File: src/rtl/fifo_word_reader.sv
// Purpose : packs BEATS consecutive FIFO entries into one wide word; a flush closes a partial word with a keep mask.
// Latency : word_valid_o rises the cycle after the edge that pops the last beat (or accepts the flush).
// Backpr. : while a word is held and word_ready_i is low, no pops are issued, so the FIFO absorbs the stall.
//
// Ports:
//   clk_i, rst_ni            clock, asynchronous active-low reset
//   fifo_data_i/_empty_i     head entry and empty flag of the upstream FIFO
//   fifo_pop_o               pop request; the head is consumed on the same rising edge
//   flush_i                  close the current partial word at the next opportunity
//   word_o/keep_o            assembled word (beat 0 in the low bits) and per-beat valid mask
//   word_valid_o/ready_i     output handshake
//   words_o                  wrapping count of delivered words

module fifo_word_reader #(
    parameter int DATAW = 8,
    parameter int BEATS = 4,
    parameter int CNTW  = 16
) (
    input  logic                   clk_i,
    input  logic                   rst_ni,
    input  logic [DATAW-1:0]       fifo_data_i,
    input  logic                   fifo_empty_i,
    output logic                   fifo_pop_o,
    input  logic                   flush_i,
    output logic [DATAW*BEATS-1:0] word_o,
    output logic [BEATS-1:0]       keep_o,
    output logic                   word_valid_o,
    input  logic                   word_ready_i,
    output logic [CNTW-1:0]        words_o
);

    localparam int WW = DATAW * BEATS;
    localparam int CW = $clog2(BEATS);

    typedef enum logic {
        COLLECT = 1'b0,
        HOLD    = 1'b1
    } state_t;

    state_t           state_q;
    logic [CW-1:0]    cnt_q;
    logic [WW-1:0]    acc_q;
    logic [BEATS-1:0] keep_q;
    logic [CNTW-1:0]  words_q;

    logic pop;
    logic last_beat;

    // A held word can only be replaced on the very edge it is accepted, so in
    // HOLD a pop is allowed only together with word_ready_i. Gating with rst_ni
    // keeps the FIFO untouched for the whole reset period.
    assign pop       = rst_ni && !fifo_empty_i &&
                       ((state_q == COLLECT) || word_ready_i);
    assign last_beat = (cnt_q == CW'(BEATS - 1));

    always_ff @(posedge clk_i or negedge rst_ni) begin
        if (!rst_ni) begin
            state_q <= COLLECT;
            cnt_q   <= '0;
            acc_q   <= '0;
            keep_q  <= '0;
            words_q <= '0;
        end else begin
            case (state_q)
                COLLECT: begin
                    if (pop) begin
                        for (int i = 0; i < BEATS; i++) begin
                            if (cnt_q == CW'(i)) begin
                                acc_q[i*DATAW +: DATAW] <= fifo_data_i;
                                keep_q[i]               <= 1'b1;
                            end
                        end
                        // A flush on a popping cycle still includes the popped beat.
                        if (last_beat || flush_i) begin
                            state_q <= HOLD;
                            cnt_q   <= '0;
                        end else begin
                            cnt_q <= cnt_q + CW'(1);
                        end
                    end else if (flush_i && (cnt_q != '0)) begin
                        // Flush with nothing collected is dropped: never emit an empty word.
                        state_q <= HOLD;
                        cnt_q   <= '0;
                    end
                end

                HOLD: begin
                    // word_valid_o is high in HOLD, so ready alone completes the handshake.
                    if (word_ready_i) begin
                        words_q <= words_q + CNTW'(1);
                        state_q <= COLLECT;
                        if (pop) begin
                            // Back-to-back: the next word starts in slot 0 on the same edge.
                            acc_q  <= WW'(fifo_data_i);
                            keep_q <= BEATS'(1);
                            cnt_q  <= CW'(1);
                        end else begin
                            acc_q  <= '0;
                            keep_q <= '0;
                            cnt_q  <= '0;
                        end
                    end
                end

                default: state_q <= COLLECT;
            endcase
        end
    end

    assign fifo_pop_o   = pop;
    assign word_o       = acc_q;
    assign keep_o       = keep_q;
    assign word_valid_o = (state_q == HOLD);
    assign words_o      = words_q;

endmodule

File: config.mk
export PLATFORM = sky130hd
export DESIGN_NAME = fifo_word_reader
export DESIGN_NICKNAME = d
export VERILOG_FILES = /design/src/rtl/fifo_word_reader.sv
export SDC_FILE = /design/constraint.sdc
export NUM_CORES = 1
export LEC_CHECK = 0
export ABC_AREA = 1
export CAP_MARGIN = 0
export CORE_MARGIN = 2
export CORE_UTILIZATION = 35
export CTS_CLUSTER_DIAMETER = 50
export DETAILED_ROUTE_END_ITERATION = 12
export HOLD_SLACK_MARGIN = 0.12
export PLACE_DENSITY = 0.58
export SYNTH_ARGS = -nofsm -noshare
export SYNTH_HDL_FRONTEND = slang
export SYNTH_SLANG_ARGS = --single-unit
File: constraint.sdc
create_clock -name clk_i -period 3.3 [get_ports clk_i]
set_input_delay 0.66 -clock clk_i [delete_from_list [all_inputs] [get_ports clk_i]]
set_output_delay 0.66 -clock clk_i [all_outputs]
set_load 0.02 [all_outputs]
# Yosys cells after proc, flatten, opt, wreduce, memory -nomap -nowiden
# Cells that the tools add are included.
# op_classes
bitwise	1
eq_ne	10
addsub	2
reduce_logical	14
mux	27
# ops
operator	count
32-bit two-way mux	2
32-bit case mux with 2 select lines	1
8-bit two-way mux	5
16-bit by 1-bit adder with 16-bit output (second input constant)	1
3-bit AND reduction	4
1-bit two-way mux	10
2-bit two-way mux	4
4-bit two-way mux	2
4-bit case mux with 2 select lines	1
2-bit by 1-bit != test with 1-bit output (second input constant)	3
2-bit != test (second input constant)	3
2-bit == test (second input constant)	2
2-bit case mux with 2 select lines	1
2-bit AND reduction	2
1-bit logical AND	3
3-bit by 2-bit != test with 1-bit output (second input constant)	1
2-bit by 1-bit adder with 2-bit output (second input constant)	1
2-bit by 1-bit == test with 1-bit output (second input constant)	1
2-bit logical NOT	1
1-bit logical OR	2
1-bit case mux with 2 select lines	1
2-bit nonzero test	1
1-bit logical NOT	1
1-bit inverter	1
# word_totals
out_inout_bits	54
register_bits	55

# Longest topological paths before layout
# Gate-level depths: netlist of the first run.
# depth
ltp_word	6
mapped_depth	8
mapped_depth_nobuf	8

# Least setup slack after synthesis of the first run
# No wires, ideal clock.
# synth_timing
path_type	input to output
startpoint	input port rst_ni
endpoint	output port fifo_pop_o
stages	4
t_arrival_ns	1.106
path_slack_ns	1.534
n_path_buf	0
t_required_ns	2.640
path_cell_list	inv_1 -> nor2_4 -> nand2_1 -> inv_1
# synth_via
elab_chain_cells	2
# synth_lines
item	line	source
start: declaration	20	input logic rst_ni,
1-bit logical AND (2 in a row)	52	assign pop = rst_ni && !fifo_empty_i &&
end: declaration	23	output logic fifo_pop_o,
# No other way between the ends.

# Final worst setup path of the first run
# layout_timing
startpoint	input port word_ready_i
endpoint	output port fifo_pop_o
# layout_via
elab_chain_cells	2
# layout_lines
item	line	source
start: declaration	28	input logic word_ready_i,
1-bit logical OR	53	((state_q == COLLECT) || word_ready_i);
1-bit logical AND	52	
# No other way between the ends.

==> results of run 1 <==
-- cells by family (layout without fill, tap and decap cells) --
group | count (synthesis) | count (layout)
flops | 55 | 55
buf+inv | 45 | 116
compound gates | 36 | 36
simple gates | 122 | 122
fa+ha+maj | 5 | 5
xor+xnor | 11 | 11
-- worst min-delay path: stages, from the launching register on --
cell and delay (ps):
dfrtp_1 360, nand2_1 50, nand2_1 40
-- layout by cell type (no fill, tap or decap), drive strengths merged, types with 2 or more instances in the layout --
cell type	n
buf	3
clkinv	2
clkbuf	5
dfrtp	55
nand3	8
a31oi	3
o21ai	29
xnor2	3
xor2	8
clkdlybuf4s50	65
nand2	81
ha	5
nor2	19
nand4	13
inv	41
-- stage by stage --
step,hold WS [ps],util (%),worst slack (ps),cell area [um^2]
2_1_floorplan,364,-,1530,2450
3_3_place_gp,456,47.3,512,3220
3_5_place_dp,466,47.3,490,3220
4_1_cts,490,48.6,473,3300
5_1_grt,509,48.6,433,3300
6_report,482,48.6,492,3300
-- state kept, by name, indices dropped and copies added (netlist names) --
name	flops
words_o	16
word_valid_o	1
cnt_q	2
word_o	32
keep_o	4
-- how the worst min path moves through the flow --
stage                       to  cells after the start  slack, ps
CTS                 word_o[31]                      2        490
floorplan             cnt_q[0]                      0        360
finish              word_o[31]                      2        480
global placement    word_o[31]                      2        460
global route        word_o[24]                      2        510
detailed placement  word_o[31]                      2        470
-- synth_stat cells, types with 3 or more instances --
master and count:
inv_1 39, nand3_1 8, nand4_1 13, dfrtp_1 55, ha_1 5, o21ai_0 29
xnor2_1 3, nor2_1 14, nor2_2 3, nand2_1 79, xor2_1 8
-- power groups by stage --
stage | Sequential (mW) | Combinational [mW] | Clock, mW
2_1_floorplan | 1.22 | 0.288 | 0
3_3_place_gp | 1.01 | 0.979 | 0
3_5_place_dp | 1.01 | 0.985 | 0
4_1_cts | 1.00 | 0.993 | 0.376
5_1_grt | 1.03 | 1.06 | 0.406
6_report | 0.997 | 0.980 | 0.365
-- per-layer routing --
metal	part of all wire, %	track usage, %
met1	48	23.5
met5	0	0
met2	45	23.1
met3	5.1	3.02
met4	1.9	5.87
-- cell type report --
cell class / count / area (um^2)
clock buffers: 5 / 68.8
fillers: 670 / 3490
repair buffers: 68 / 671
clock inverters: 2 / 13.8
multi-input cells: 174 / 896
well taps: 96 / 120
flip-flops and latches: 55 / 1380
inverters: 41 / 154
==> run_results.csv, run 1 <==
group,metric,value,unit
sta,worstMarginPinSlew,787,ps
setup_path,rrSetupSlack,1480,ps
routing,wl_per_cell,13.2,um
synth,mappedNetlistArea,2450,um^2
setup_path,cp.arrival,2150,ps
power_and_ir_drop,power.switching,0.898,mW
setup_path,crit_path_start,"word_ready_i",
worst_hold_path,hp-class,"flop to flop",
setup_path,critPathTopFamily,"buffers and inverters",
synth,synthXorXnorAreaFrac,3.93,%
synth,synth_compound_area_share,8.47,%
die,die_area,7700,um^2
global_route,grt_usage,15.9,%
synth,synthAdderAreaFrac,2.55,%
final_layout,stdcell_count,441,
power_and_ir_drop,pwr-share-clk,15.6,%
final_layout,syn_to_final_growth,34.5,%
synth,synth_nets,292,
setup_path,r2r-start,"cnt_q[0]",
setup_path,r2r_cells,5,
place,place_inst,434,
setup_path,crit_chain,"clkdlybuf4s50_1 > inv_1 > nand2_1 > nand2_1 > inv_1 > clkdlybuf4s50_1",
routing,first_pass_iters,4,
synth,synth_top_area_share,56.1,%
synth,synth.area.top_cells,"dfrtp_1 (56%), nand2_1 (12%), inv_1 (6.0%), o21ai_0 (5.9%), nand4_1 (3.3%)",
cts,cts_hold_buf,0,
power_and_ir_drop,p_per_area,710,nW/um^2
synth,synth_edf_count,0,
sta,drv_slew,0,
synth,async_reset_ff_share,100,%
sta,setup_tns,0,ps
cts,post_cts_buffers,0,
power_and_ir_drop,p_leak,1.59,nW
setup_path,crit_buf_inv,4,
worst_hold_path,hold_start,"word_o[31]",
setup_path,critPathKind,"input pin to output port",
setup_path,cp-endpoint,"fifo_pop_o",
routing,avgViaCountPerCell,4.61,
die,io_pins,67,
sta,skew,3.09,ps
routing,wl,5.81,mm
synth,ys_seq_area_share,56.1,%
place,portBuffers,66,
synth,synth-simple-area-share,21.6,%
cts,cts_tree,"yes",
die,die_h,87.7,um
setup_path,r2r-end,"word_o[6]",
die,rows,30,
setup_path,cp_slowest_stage_delay,620,ps
synth,yosysWarningCount,0,
cts,cts_resized,0,
routing,drtIter0Drc,115,
place,place_congestion,0.779,
cts,cts_buffers,5,
power_and_ir_drop,power_frac_seq,42.6,%
cts,h-tree-depth,2,
global_route,grt_pass1_vias,1887,
power_and_ir_drop,combPwrFrac,41.8,%
final_layout,antennaDiodeCount,0,
cts,cts_buffer_depth,2,
sta,hold_viol_final,0,
setup_path,crit_path_end_kind,"output port",
routing,drc,0,
synth,synth_top_cell_by_area,"dfrtp_1",
synth,synth_cell_types,25,
synth,synth_top_family_by_area,"simple AND/OR/NAND/NOR gates",
routing,ant_nets,0,
final_layout,fin_nets,363,
sta,fin_crit_sh,85.1,%
synth,synth_top_flop_cell,"dfrtp_1",
synth,synthMuxAreaShare,0,%
setup_path,cp_slowest_cell,"clkdlybuf4s50_1",
die,initial_core_util,36.1,%
setup_path,critical_path_required,2640,ps
global_route,grt_pass1_wl,9.36,mm
routing,dr_total_vias,2033,
power_and_ir_drop,totalPowerFinal,2.34,mW
global_route,overflow,0,
cts,cts-root-buf,"clkbuf_8",
global_route,grt_max_degree,56,
cts,clock-sinks,55,
sta,relSlewSlack,47.1,%
global_route,antenna_found_initial,0,
final_layout,drive_gt1_share,6.38,%
place,dpl.hpwl,4.19,mm
die,die_width,87.7,um
outcome,status,"finished clean",
sta,timing.fmax,0.356,GHz
synth,synth.avg_cell_area,8.95,um^2
power_and_ir_drop,p_int,1.44,mW
cts,clk_pin_slew,90,ps
power_and_ir_drop,switching_share,38.3,%
flow_run,max_cap_violations,0,
sta,setup_viol_count_final,0,
setup_path,cp.depth,6,
power_and_ir_drop,peakVddDrop,0.000336,V
die,core,6790,um^2
sta,period_minus_slack,2810,ps
setup_path,crit_fanout,3,
cts,clk_latency,310,ps
setup_path,startpoint_type,"input pin",
sta,rsz0062_at_grt,"false",
synth,netlist_instances,274,
synth,synth-seq-cells,55,
Power figures use the tool's default switching activity.
==> inputs of run 2 (changes only) <==
--- a/config.mk
+++ b/config.mk
@@ -7,12 +7,12 @@
 export LEC_CHECK = 0
 export ABC_AREA = 1
 export CAP_MARGIN = 0
-export CORE_MARGIN = 2
 export CORE_UTILIZATION = 35
 export CTS_CLUSTER_DIAMETER = 50
 export DETAILED_ROUTE_END_ITERATION = 12
 export HOLD_SLACK_MARGIN = 0.12
 export PLACE_DENSITY = 0.58
+export SKIP_LAST_GASP = 1
 export SYNTH_ARGS = -nofsm -noshare
 export SYNTH_HDL_FRONTEND = slang
 export SYNTH_SLANG_ARGS = --single-unit
==> run_results.csv, run 2 (synthesized netlist as in run 1, its figures left out) <==
group,metric,value,unit
place,place_congestion,0.787,
die,die_area,7350,um^2
routing,first_pass_iters,4,
cts,cts_tree,"yes",
setup_path,startpoint_type,"input pin",
flow_run,max_cap_violations,0,
die,die_width,85.7,um
die,die_h,85.7,um
sta,period_minus_slack,2840,ps
final_layout,num-fill-cells,664,
sta,relSlewSlack,54.7,%
worst_hold_path,hp-class,"flop to flop",
cts,cts_buffers,5,
sta,timing.fmax,0.353,GHz
power_and_ir_drop,p_int,1.46,mW
sta,worstMarginPinSlew,679,ps
sta,setup_slack,464,ps
cts,cts_hold_buf,0,
die,io_pins,67,
die,core,6790,um^2
setup_path,crit_path_end_kind,"output port",
power_and_ir_drop,peakVddDrop,0.000350,V
routing,dr_total_vias,1994,
global_route,grt_pass1_wl,9.33,mm
final_layout,syn_to_final_growth,35.3,%
power_and_ir_drop,power_frac_seq,41.9,%
sta,hold_viol_final,0,
global_route,grt_max_degree,57,
outcome,status,"finished clean",
place,dp_worst_setup_slack,490,ps
power_and_ir_drop,power.switching,0.923,mW
sta,setup_viol_count_final,0,
cts,post_cts_buffers,0,
cts,clk_pin_slew,110,ps
final_layout,antennaDiodeCount,0,
final_layout,largest_reg_flops,32,
setup_path,crit_fanout,3,
place,portBuffers,66,
cts,clock-sinks,55,
routing,ant_nets,0,
routing,wl,5.70,mm
cts,cts_buffer_depth,2,
final_layout,drive_gt1_share,6.92,%
sta,setup_tns,0,ps
cts,h-tree-depth,2,
setup_path,critical_path_required,2640,ps
sta,rsz0062_at_grt,"false",
sta,fin_crit_sh,85.9,%
global_route,grt_pass1_vias,1793,
global_route,grt_usage,16.4,%
power_and_ir_drop,combPwrFrac,41.5,%
cts,clk_latency,320,ps
routing,wl_per_cell,12.9,um
final_layout,layout_commonest_cell,"nand2_1",
setup_path,critPathKind,"input pin to output port",
global_route,overflow,0,
sta,skew,10.2,ps
global_route,antenna_found_initial,0,
power_and_ir_drop,p_per_area,718,nW/um^2
power_and_ir_drop,p_leak,1.60,nW
place,dpl.hpwl,4.20,mm
die,initial_core_util,36.1,%
power_and_ir_drop,switching_share,38.7,%
routing,drtIter0Drc,83,
cts,cts-root-buf,"clkbuf_8",
routing,avgViaCountPerCell,4.50,
power_and_ir_drop,pwr-share-clk,16.6,%
sta,drv_slew,0,
final_layout,final_cell_mix,"nand2_1 (79), clkdlybuf4s50_1 (65), dfrtp_1 (55), inv_1 (39), o21ai_0 (29)",
setup_path,cp.arrival,2180,ps
cts,cts_resized,0,
die,rows,30,
routing,drc,0,
final_layout,fin_nets,364,
run 2: changes by cell type in the layout (fill, tap and decap cells not counted):
cell / previous run / this run
inv_8: 0 / 1
clkinv_4: 1 / 0
buf_4: 2 / 3
clkinvlp_4: 0 / 1
clkinv_2: 1 / 0
inv_6: 0 / 1
run 2: layer usage:
layer,GRT usage (%),part of all wire (%),up-vias
li1,-,-,1010
met1,24.9,50,932
met2,23.3,44,43
met3,3.18,3.9,9
met4,5.76,2.0,0
met5,0,0,-
run 2: final cells by class:
type	instances	area, um^2	area share, %
Clock inverter	3	27.5	0.829
Timing Repair Buffer	69	678	20.4
Inverter	41	154	4.63
Tap cell	96	120	3.62
Sequential cell	55	1380	41.4
Multi-Input combinational cell	174	896	27.0
Clock buffer	5	68.8	2.07
run 2: final timing paths:
check                             start           to  slack [ps]  cells past startpoint
max in group asynchronous        rst_ni  words_o[15]        2330                      2
min in group asynchronous        rst_ni   word_o[13]         530                      2
min                          word_o[28]   word_o[28]         480                      2
max reg2reg                    cnt_q[0]   word_o[24]        1620                      4
max                        word_ready_i   fifo_pop_o         460                      6
min reg2reg                  word_o[28]   word_o[28]         480                      2
run 2: worst max-delay path, stage by stage:
cell and delay, ps:
clkdlybuf4s50_1 520, inv_1 50, nand2_1 90, nand2_1 120
inv_1 120, clkdlybuf4s50_1 620
run 2: per-stage QoR:
stage	util (%)	total power [mW]	hold slack (ps)	instances	area, um^2
2_1_floorplan	-	1.51	364	274	2450
5_1_grt	48.9	2.53	523	443	3320
3_5_place_dp	47.5	2.01	458	435	3220
6_report	48.9	2.38	482	443	3320
4_1_cts	48.9	2.41	486	443	3320
3_3_place_gp	47.5	2.00	454	435	3220
run 2: power groups by stage:
stage | combinational, mW | clock [mW] | sequential (mW)
floorplan | 0.288 | 0 | 1.22
global placement | 0.981 | 0 | 1.01
detailed placement | 0.992 | 0 | 1.02
CTS | 0.998 | 0.412 | 1.00
global route | 1.07 | 0.437 | 1.03
finish | 0.989 | 0.397 | 0.998
